### src/rtl/din_capture_ctrl_pkg.sv
// Shared types and helpers for the din capture sequencer: state encoding,
// the absolute depth ceiling and the capture-length clamp.
package din_capture_ctrl_pkg;

    typedef enum logic [1:0] {
        ST_IDLE    = 2'd0,
        ST_DELAY   = 2'd1,
        ST_CAPTURE = 2'd2,
        ST_DONE    = 2'd3
    } state_t;

    localparam int DEPTH_MAX = 32;

    // A requested length of 0, or one beyond the bank, means a full-depth capture.
    function automatic int clamp_len(input int len, input int depth);
        return ((len == 0) || (len > depth)) ? depth : len;
    endfunction

endpackage

### src/rtl/din_capture_ctrl_delay_cnt.sv
// Loadable down-counter that times the pre-capture delay; it stops at zero
// and flags the last counted cycle (count == 1).
module capt_delay_cnt #(
    parameter int W = 4
) (
    input  logic         i_clk,
    input  logic         i_rst,
    input  logic         i_load,
    input  logic         i_en,
    input  logic [W-1:0] i_val,
    output logic         o_tc
);

    logic [W-1:0] r_cnt;

    always_ff @(posedge i_clk) begin
        if (i_rst) begin
            r_cnt <= '0;
        end else if (i_load) begin
            r_cnt <= i_val;
        end else if (i_en && (r_cnt != '0)) begin
            r_cnt <= r_cnt - W'(1);
        end
    end

    assign o_tc = (r_cnt == W'(1));

endmodule

### src/rtl/din_capture_ctrl.sv
// Sequencer for the din-sampling DFF bank: arm, wait, capture a window, pulse done.
// Optional CAPT_STUCK_DETECT_EN adds a stuck-sample flag and its value.
//
// state   | meaning
// IDLE    | waiting for start; sample_vec/sample_cnt hold last run
// DELAY   | pre-capture wait, delay counter running
// CAPTURE | capt_en high, one din sample stored per edge
// DONE    | one-cycle done pulse, then back to IDLE
module din_capture_ctrl
    import din_capture_ctrl_pkg::*;
#(
    parameter int DEPTH = 8,
    parameter int DLY_W = 4,
    parameter int LEN_W = 4
) (
    input  logic             i_clk,
    input  logic             i_rst,
    input  logic             i_start,
    input  logic             i_abort,
    input  logic [DLY_W-1:0] i_cfg_delay,
    input  logic [LEN_W-1:0] i_cfg_len,
    input  logic             i_din,
    output logic             o_capt_en,
    output logic             o_busy,
    output logic             o_done,
    output logic [DEPTH-1:0] o_sample_vec,
    output logic [LEN_W-1:0] o_sample_cnt
`ifdef CAPT_STUCK_DETECT_EN
    ,
    output logic             o_stuck,
    output logic             o_stuck_val
`endif
);

    state_t             r_state;
    state_t             w_next;
    logic [LEN_W-1:0]   r_len;
    logic [DEPTH-1:0]   r_sample_vec;
    logic [LEN_W-1:0]   r_sample_cnt;
    logic               w_accept;
    logic               w_cnt_load;
    logic               w_cnt_en;
    logic               w_dly_tc;
    logic               w_last;
    logic               w_capt_en;
    logic               w_busy;
    logic               w_done;

    capt_delay_cnt #(.W(DLY_W)) u_dly_cnt (
        .i_clk  (i_clk),
        .i_rst  (i_rst),
        .i_load (w_cnt_load),
        .i_en   (w_cnt_en),
        .i_val  (i_cfg_delay),
        .o_tc   (w_dly_tc)
    );

    // True in the capture cycle whose closing edge stores the final sample.
    assign w_last = (r_sample_cnt == (r_len - LEN_W'(1)));

    always_ff @(posedge i_clk) begin
        if (i_rst) begin
            r_state <= ST_IDLE;
        end else begin
            r_state <= w_next;
        end
    end

    always_comb begin
        w_next     = r_state;
        w_accept   = 1'b0;
        w_cnt_load = 1'b0;
        w_cnt_en   = 1'b0;
        w_capt_en  = 1'b0;
        w_busy     = 1'b0;
        w_done     = 1'b0;
        case (r_state)
            ST_IDLE: begin
                if (i_start) begin
                    w_accept   = 1'b1;
                    w_cnt_load = 1'b1;
                    w_next     = (i_cfg_delay != '0) ? ST_DELAY : ST_CAPTURE;
                end
            end
            ST_DELAY: begin
                w_busy   = 1'b1;
                w_cnt_en = 1'b1;
                if (i_abort) begin
                    w_next = ST_IDLE;
                end else if (w_dly_tc) begin
                    w_next = ST_CAPTURE;
                end
            end
            ST_CAPTURE: begin
                w_busy    = 1'b1;
                w_capt_en = 1'b1;
                if (i_abort) begin
                    w_next = ST_IDLE;
                end else if (w_last) begin
                    w_next = ST_DONE;
                end
            end
            ST_DONE: begin
                w_done = 1'b1;
                w_next = ST_IDLE;
            end
            default: w_next = ST_IDLE;
        endcase
    end

    // An abort in CAPTURE still keeps the sample taken on that edge.
    always_ff @(posedge i_clk) begin
        if (i_rst) begin
            r_len        <= '0;
            r_sample_vec <= '0;
            r_sample_cnt <= '0;
        end else if (w_accept) begin
            r_len        <= LEN_W'(clamp_len(int'(i_cfg_len), DEPTH));
            r_sample_vec <= '0;
            r_sample_cnt <= '0;
        end else if (w_capt_en) begin
            for (int i = 0; i < DEPTH; i++) begin
                if (r_sample_cnt == LEN_W'(i)) begin
                    r_sample_vec[i] <= i_din;
                end
            end
            r_sample_cnt <= r_sample_cnt + LEN_W'(1);
        end
    end

    assign o_capt_en    = w_capt_en;
    assign o_busy       = w_busy;
    assign o_done       = w_done;
    assign o_sample_vec = r_sample_vec;
    assign o_sample_cnt = r_sample_cnt;

`ifdef CAPT_STUCK_DETECT_EN
    logic r_all1;
    logic r_all0;
    logic r_stuck;
    logic r_stuck_val;

    // Running all-ones / all-zeros flags let the verdict land on the DONE entry edge.
    always_ff @(posedge i_clk) begin
        if (i_rst) begin
            r_all1      <= 1'b0;
            r_all0      <= 1'b0;
            r_stuck     <= 1'b0;
            r_stuck_val <= 1'b0;
        end else if (w_accept) begin
            r_all1      <= 1'b1;
            r_all0      <= 1'b1;
            r_stuck     <= 1'b0;
            r_stuck_val <= 1'b0;
        end else if (w_capt_en) begin
            r_all1 <= r_all1 & i_din;
            r_all0 <= r_all0 & ~i_din;
            if (w_next == ST_DONE) begin
                r_stuck     <= (r_all1 & i_din) | (r_all0 & ~i_din);
                r_stuck_val <= i_din;
            end
        end
    end

    assign o_stuck     = r_stuck;
    assign o_stuck_val = r_stuck_val;
`endif

endmodule
### config.mk
export PLATFORM = sky130hd
export DESIGN_NAME = din_capture_ctrl
export DESIGN_NICKNAME = d
export VERILOG_FILES = /design/src/rtl/din_capture_ctrl_pkg.sv /design/src/rtl/din_capture_ctrl_delay_cnt.sv /design/src/rtl/din_capture_ctrl.sv
export SDC_FILE = /design/constraint.sdc
export NUM_CORES = 1
export LEC_CHECK = 0
export CAP_MARGIN = 5
export CORE_MARGIN = 3
export CORE_UTILIZATION = 53
export CTS_CLUSTER_DIAMETER = 80
export DETAILED_ROUTE_END_ITERATION = 8
export PLACE_DENSITY = 0.92
export SETUP_SLACK_MARGIN = 0.15
export SLEW_MARGIN = 20
export SYNTH_ARGS = -nofsm -noshare
export SYNTH_HDL_FRONTEND = slang
export SYNTH_SLANG_ARGS = --single-unit
### constraint.sdc
create_clock -name i_clk -period 2.7 [get_ports i_clk]
set_input_delay 0.54 -clock i_clk [delete_from_list [all_inputs] [get_ports i_clk]]
set_output_delay 0.54 -clock i_clk [all_outputs]
set_load 0.01 [all_outputs]
; ---- Word level (Yosys, flattened, before mapping)
; Index checks and enable logic that the tools add are counted.
[op_classes]
n_reduce_logical = 19
n_mux = 16
add_sub_neg = 3
eq_ne = 15
n_lt_le_gt_ge = 1
[op_table]
columns = op, n
row1 = $eq A4 B3 Y1 const B, 4
row2 = $reduce_and A2 Y1, 8
row3 = $mux W2, 6
row4 = $mux W4, 3
row5 = $eq A4 B1 Y1 const B, 2
row6 = $eq A4 B2 Y1 const B, 2
row7 = $logic_not A4 Y1, 2
row8 = $pmux W2 S4, 1
row9 = $reduce_bool A4 Y1, 2
row10 = $sub A4 B1 Y4 const B, 2
row11 = $mux W1, 6
row12 = $add A4 B1 Y4 const B, 1
row13 = $eq A2 B2 Y1 const B, 2
row14 = $eq A4 B4 Y1, 1
row15 = $gt A4 B4 Y1 const B, 1
row16 = $reduce_or A2 Y1, 2
row17 = $ne A3 B2 Y1 const B, 1
row18 = $ne A3 B3 Y1 const B, 1
row19 = $reduce_and A3 Y1, 1
row20 = $eq A2 B1 Y1 const B, 1
row21 = $logic_not A2 Y1, 1
row22 = $ne A2 B2 Y1 const B, 1
row23 = $reduce_bool A2 Y1, 1
row24 = $logic_and A1 B1 Y1, 1
row25 = $logic_or A1 B1 Y1, 1
[totals]
word_cells = 66
output_inout_bits = 15
register_bits = 22

; ---- Longest topological paths before layout
; Gate-level depths: netlist of the first run.
[depth]
word_depth = 5
mapped_depth = 7

; ---- Cells and area by module
; A second synthesis of the first run with hierarchy kept.
[hier_totals]
hier_cells = 145
hier_area_um2 = 1288.7
[by_module_without_submodules]
columns = mod, seq_area_each_um2, cells_per_inst, area_each_um2, instances
row1 = din_capture_ctrl, 360.3, 112, 1002.2, 1
row2 = capt_delay_cnt, 80.1, 33, 286.5, 1

; ---- Worst setup path before layout of the first run
; No wires, ideal clock.
[synth_timing]
path_kind = reg-to-reg
start = reg r_len[0]
end = reg r_state[1]
setup_time_ps = 134
t_required_ps = 2566
slack_ps = 1046
arrival_ps = 1520
synth_period_minus_slack_ps = 1654
path_stages_with_launch = 7
path_cell_list = dfxtp_1 inv_1 ha_1 xnor2_1 o41ai_4 and2_2 a311oi_2
[synth_between]
elab_chain_len = 4
[synth_lines]
columns = element, line_no
row1 = from (decl), din_capture_ctrl.sv:37  ; logic [LEN_W-1:0] r_len;
row2 = from (signal assigned), din_capture_ctrl.sv:118  ; r_len <= LEN_W'(clamp_len(int'(i_cfg_len), DEPTH));
row3 = $sub A4 B1 Y4, din_capture_ctrl.sv:59  ; assign w_last = (r_sample_cnt == (r_len - LEN_W'(1)));
row4 = $eq A4 B4 Y1, din_capture_ctrl.sv:59
row5 = $ne A3 B3 Y1 (no source line), n/a
row6 = $reduce_and A3 Y1 (no source line), n/a
row7 = to (signal assigned), din_capture_ctrl.sv:65  ; r_state <= w_next;
row8 = to (decl), din_capture_ctrl.sv:35  ; state_t r_state;
; Every way passes these cells.
; A chain may end at the register's enable or synchronous reset.

; ---- Final worst setup path of the first run
[layout_timing]
start = reg r_state[1]
end = out o_busy
[layout_between]
elab_chain_len = 3
word_cells_on_any_way = 4
cone_classes = eq/ne: 2 / mux: 1 / reduce/logical: 1
[layout_lines]
columns = element, line_no
row1 = $eq A2 B2 Y1 / $eq A2 B1 Y1 (equally long branches), din_capture_ctrl.sv:77  ; case (r_state)
row2 = $reduce_or A2 Y1 (no source line) *, n/a
row3 = $mux W1 *, din_capture_ctrl.sv:77
row4 = to (decl), din_capture_ctrl.sv:24  ; output logic o_busy,
; Every way passes the cells marked *; elsewhere a longest branch is shown, timed or not.

==> summary.txt, run 1 <==
Run status
  – Status: complete, no violations

CTS
  – CTS buffer count: 3
  – Resized cells post-CTS: 0
  – CTS tree: built
  – Clk root buf: clkbuf_4
  – Hold_buf cts: 0
  – Clk sinks: 22
  – Setup Buffers After CTS: 0
  – Worst-path clk slew: 0.13 ns
  – Clock Path Buffers: 2
  – CTS HTree Levels: 1
  – Worst skew pair latency: 0.31 ns

Pwr
  – Clock group share of total power: 13.6%
  – Sequential fraction of design power: 38.8%
  – Switching share of power: 39.7%
  – Leakage: 0.605 nW
  – Comb pwr share: 47.6%
  – Sw Pwr: 0.000442 W
  – Peak supply drop: 0.592 mV
  – Internal power: 0.000671 W
  – PD cells: 716 nW/um2

Final layout
  – # fillers: 157
  – Multi-input logic area: 747 um2
  – Area Overhead vs Synth: 25.4%
  – Fin util: 74.7%
  – Antenna diode count: 0
  – Layout cell share with drive strength beyond 1: 6.02%
  – Total area of sequential cells: 440 um2
  – Nets: 193

Drt
  – Post-route ant nets: 0
  – WL/cell: 14.5 um
  – WL final: 2.80 mm
  – Drt first pass iters: 4
  – DRT iter0 DRCs: 11
  – DRC errors left: 0
  – Via Count: 1045
  – Vias/cell: 5.41

STA
  – Final worst slack: 0.500 ns
  – Slew headroom: 64.4%
  – Slew @ Worst Pin: 0.530 ns
  – Period Utilization, post-route: 81.5%
  – Final Max Tran Viols: 0
  – Count of final setup violators: 0
  – Min cycle time layout: 2.20 ns
  – RSZ-0062 raised after global routing: no
  – Hold Slack: 0.521 ns
  – Worst clock skew: 0.00998 ns
  – Fmax: 0.455 GHz
  – Post-route setup TNS: 0 ns
  – Endpoints failing hold: 0

Die
  – Die area: 2960 um2
  – Area of the core: 2080 um2
  – I/O Pins: 28
  – Die W: 54.4 um
  – Die H: 54.4 um
  – Initial core utilization: 59.6%
  – Row cnt: 16

Global routing
  – Vias in the first global route: 1048
  – Total GRT Usage: 21.5%
  – Gr ovfl total: 0
  – Maximum number of pins on one net before global-route repair: 16
  – First-pass GRT wire length: 4.57 mm
  – Initial antenna violation count: 0

Critical path
  – CP max FO: 4
  – CP Data Required Time: 2.16 ns
  – Critical setup path kind: reg2out
  – CP Data Arrival Time: 1.66 ns
  – Worst Setup Start Kind: register
  – Delay-heaviest family, CP: buffers and inverters
  – Worst setup EP type: primary output
  – Critical-path cell with the highest stage delay: clkdlybuf4s50_1
  – Crit path cell chain: inv_1 > ha_1 > clkdlybuf4s50_1
  – Critical path buffers and inverters: 2
  – Crit-path max cell delay: 0.53 ns

Yosys
  – Yosys warns: 0
  – Synth Cell Area: 1240 um2
  – Number of synthesized flops with an enable pin: 0
  – Syn Inst Count: 140
  – Synthesized Nets: 165
  – Ys flop type: dfxtp_1
  – Register area share after synthesis: 35.5%
  – Post-Synth Simple-Gate Area: 20.6%
  – Mux contribution to synthesized area: 7.27%
  – Adder-cell area share of the yosys netlist: 12.1%
  – Mapped Avg Cell Area: 8.86 um2
  – Largest family of logic cells by synthesized area: simple AND/OR/NAND/NOR gates
  – Synthesized flop and latch total: 22
  – Synth Area in Compound Gates: 11.8%
  – Post-synthesis xor/xnor area fraction: 8.48%
  – Ys async rst share: 0%
  – Distinct cells, synth: 29

Placed design
  – Routability congestion estimate: 0.796
  – Setup WS pre-CTS: 0.584 ns
  – HPWL Detailed: 2.12 mm
  – I/O Buffers: 27

Flow run
  – Max-cap violations: 0

Min path
  – Hold WC Path Type: reg2reg
## path summary, 6_finish.rpt
path                                 startpoint               to  slack, ns  cells after the start
worst max-delay path                 r_state[1]           o_busy       0.50                      3
worst max register to register       r_state[1]  o_sample_vec[7]       0.81                      5
worst min register to register  o_sample_vec[0]  o_sample_vec[0]       0.52                      2
worst min-delay path            o_sample_vec[0]  o_sample_vec[0]       0.52                      2
## cells in the final DEF (no fill, tap or decap), types with 3 or more instances in the layout
cell,count
xnor2_1,8
mux2i_1,9
ha_1,12
nand3_1,10
clkdlybuf4s50_1,27
xor2_1,4
a211oi_1,4
dfxtp_1,22
nor3_1,4
nand2_1,6
nor2_1,21
a21oi_1,7
clkbuf_4,3
nor3b_1,3
inv_1,9
## Yosys cell counts (all sizes together) (2+ instances only)
master  count  area share (%)
inv         9             2.7
ha         12              12
a211oi      4             2.4
a21oi       8             3.5
mux2i       9             7.3
nand2       6             1.8
nor3b       3             1.8
xnor2       8             5.7
xor2        4             2.8
nor2       21             6.4
nand2b      2             1.0
nand3      10             4.0
nor2b       2             1.0
nor3        5             2.4
clkbuf      4             1.2
dfxtp      22              36
## sequential cells by signal, indices dropped and copies added, names as in the netlist
name	count
o_sample_cnt	4
r_state	2
o_sample_vec	8
u_dly_cnt.r_cnt	4
r_len	4
## power groups by stage
stage          logic [W]  clock network [W]  registers [W]
5_1_grt         0.000588           0.000164       0.000440
3_5_place_dp    0.000525                  0       0.000439
6_report        0.000530           0.000151       0.000432
3_3_place_gp    0.000500                  0       0.000435
4_1_cts         0.000530           0.000149       0.000432
2_1_floorplan   0.000382                  0       0.000428
## per-stage QoR
stage | total power (W) | instance area (um2) | instances
after global placement | 0.000934 | 1530 | 190
after detailed placement | 0.000965 | 1530 | 190
final | 0.00111 | 1560 | 193
after floorplan | 0.000810 | 1240 | 140
after global routing | 0.00119 | 1560 | 193
after CTS | 0.00111 | 1560 | 193
## tightest hold or removal path: stages, from the launching register on
cell	delay, ns
dfxtp_1	0.35
mux2i_1	0.07
nor2_1	0.08
## cell type report
type | instances | area share (%)
tap | 27 | 2.17
sequential | 22 | 28.3
multi-input combinational | 104 | 48.0
clock buffer | 3 | 1.45
inverter | 9 | 2.17
timing repair buffer | 28 | 17.9
## cells by family (layout without fill, tap and decap cells)
kind of cell	Yosys count	in the layout
xor+xnor	12	12
compound gates	18	18
fa+ha+maj	12	12
flops	22	22
simple gates	53	53
buf+inv	14	40
mux	9	9
## per-layer routing
| layer | up-vias | routed length [um] | share of wire (%) | track usage, % |
|---|---|---|---|---|
| li1 | 528 | - | - | - |
| met1 | 487 | 1240 | 44 | 25.2 |
| met2 | 23 | 1400 | 50 | 37.6 |
| met3 | 7 | 95 | 3.4 | 3.54 |
| met4 | 0 | 60 | 2.1 | 10.4 |
| met5 | - | 0 | 0 | 0 |
No activity file was read; power rests on OpenSTA's default activity.
==> run 2, diff against run 1 <==
- CORE_UTILIZATION: 53 -> 49
- PLACE_DENSITY: 0.92 -> 0.86
- clock period: 2.7 -> 2.2 ns (I/O delays scaled with it)
==> run 2 against run 1 <==
Critical path type unchanged. Clock-buffer cell count unchanged. Non-clock buffer count up 2. Largest power group unchanged. Utilization down 4.4 points. Critical endpoint is now o_sample_cnt[0]. Clock power up 110%. Global-route usage down 3.6 points. Combinational power up 23%.
==> summary.txt, run 2 (synthesized netlist as in run 1, its figures left out) <==
Pwr
  – PD cells: 937 nW/um2
  – Comb pwr share: 43.1%
  – Leakage: 0.658 nW
  – Sw Pwr: 0.000555 W
  – Internal power: 0.000958 W
  – Switching share of power: 36.7%
  – Clock group share of total power: 21.2%
  – Peak supply drop: 0.797 mV
  – Sequential fraction of design power: 35.7%

Die
  – Area of the core: 2300 um2
  – Row cnt: 17
  – Die H: 56.3 um
  – Die area: 3170 um2
  – Initial core utilization: 54.0%
  – Die W: 56.3 um
  – I/O Pins: 28

STA
  – Post-route setup TNS: 0 ns
  – RSZ-0062 raised after global routing: no
  – Final Max Tran Viols: 0
  – Slew @ Worst Pin: 0.583 ns
  – Slew headroom: 60.8%
  – Period Utilization, post-route: 86.1%
  – Endpoints failing hold: 0
  – Count of final setup violators: 0
  – Fmax: 0.528 GHz
  – Min cycle time layout: 1.89 ns
  – Hold Slack: 0.519 ns
  – Worst clock skew: 0.00479 ns

Placed design
  – Routability congestion estimate: 0.776
  – HPWL Detailed: 1.95 mm
  – I/O Buffers: 27
  – DP Area: 1550 um2
  – Placed cell count: 193

Critical path
  – FF-to-FF End: u_dly_cnt.r_cnt[3]
  – Delay-heaviest family, CP: buffers and inverters
  – RR Startpoint: r_state[1]
  – Cell count of the worst reg-to-reg path: 6
  – CP max FO: 7
  – Reg2reg setup slack: 0.37 ns
  – CP Data Required Time: 1.76 ns
  – Critical path buffers and inverters: 1
  – Crit path cell chain: clkdlybuf4s50_1
  – Critical-path cell with the highest stage delay: clkdlybuf4s50_1
  – Critical setup path kind: reg2out
  – Worst setup EP type: primary output
  – CP Data Arrival Time: 1.45 ns
  – Worst Setup Start Kind: register
  – Crit-path max cell delay: 0.60 ns

CTS
  – CTS HTree Levels: 1
  – Worst skew pair latency: 0.32 ns
  – Worst-path clk slew: 0.13 ns
  – CTS tree: built
  – Hold_buf cts: 0
  – Setup Buffers After CTS: 0
  – Clk root buf: clkbuf_4
  – Resized cells post-CTS: 3
  – CTS buffer count: 3
  – Clk sinks: 22
  – Clock Path Buffers: 2

Final layout
  – # fillers: 177
  – Nets: 195
  – Post-route cell area: 1610 um2
  – Non-Filler Instances: 197
  – Antenna diode count: 0
  – Most common cell after layout, fill and taps aside: clkdlybuf4s50_1
  – Area Overhead vs Synth: 30.2%
  – Max reg flops: 8
  – Fin util: 70.3%
  – Commonest cells after routing, fill and taps aside: clkdlybuf4s50_1, nor2_1, dfxtp_1
  – Layout cell share with drive strength beyond 1: 9.47%

Drt
  – DRC errors left: 0
  – DRT iter0 DRCs: 25
  – WL final: 2.60 mm
  – Post-route ant nets: 0
  – WL/cell: 13.2 um
  – Vias/cell: 5.27
  – Drt first pass iters: 4
  – Via Count: 1038

Global routing
  – Gr ovfl total: 0
  – First-pass GRT wire length: 4.40 mm
  – Vias in the first global route: 993
  – Total GRT Usage: 17.9%
  – Maximum number of pins on one net before global-route repair: 15
  – Initial antenna violation count: 0

Flow run
  – Max-cap violations: 0

Run status
  – Status: complete, no violations

Min path
  – Hold Crit Depth: 2
  – Hold WC Path Type: reg2reg
  – Worst Hold End: o_sample_vec[5]
  – Hold_sp: o_sample_vec[5]
## run 2: cell types whose count changed in the layout (fill, tap and decap cells not counted)
cell             change
dfxtp_1              -2
dfxtp_2              +1
ha_1                 -1
bufinv_16            +1
ha_2                 +1
clkdlybuf4s50_1      -2
dlymetal6s2s_1       +2
dfxtp_4              +1
buf_4                +2
## run 2: through the flow
stage / setup slack, ns / power (W)
floorplan: 0.546 / 0.000995
global placement: 0.461 / 0.00116
detailed placement: 0.407 / 0.00119
CTS: 0.135 / 0.00152
global route: 0.219 / 0.00161
finish: 0.306 / 0.00151
## run 2: per-layer routing
| metal | routed length, um | global-route usage, % | vias to the layer above | part of all wire, % |
|---|---|---|---|---|
| met1 | 1200 | 20.6 | 487 | 46 |
| li1 | - | - | 531 | - |
| met3 | 63 | 2.99 | 6 | 2.4 |
| met5 | 0 | 0 | - | 0 |
| met4 | 57 | 9.15 | 0 | 2.2 |
| met2 | 1280 | 31.6 | 14 | 49 |
## run 2: cell type report
cell class / instances / area, um2 / share of cell area [%]
inverter: 9 / 33.8 / 2.09
timing repair buffer: 30 / 298 / 18.4
multi-input combinational: 104 / 749 / 46.4
clock buffer: 3 / 22.5 / 1.40
clock inverter: 1 / 30.0 / 1.86
tap: 28 / 35.0 / 2.17
sequential: 22 / 445 / 27.6
## run 2: worst max path at each step
stage | from | to | slack [ns] | depth (start not counted)
final | o_sample_cnt[0] | o_sample_cnt[0] | 0.31 | 1
after global routing | r_state[1] | u_dly_cnt.r_cnt[3] | 0.22 | 6
after CTS | r_state[1] | o_busy | 0.14 | 3
after detailed placement | r_state[1] | u_dly_cnt.r_cnt[3] | 0.41 | 6
after global placement | i_abort | r_state[0] | 0.46 | 5
after floorplan | r_len[0] | r_state[1] | 0.55 | 6
## run 2: power groups by stage
stage	Combinational [W]	Clock, W	Sequential [W]
final	0.000652	0.000321	0.000540
after global routing	0.000730	0.000336	0.000548
after CTS	0.000661	0.000325	0.000535
after detailed placement	0.000650	0	0.000539
after global placement	0.000629	0	0.000535
after floorplan	0.000469	0	0.000525
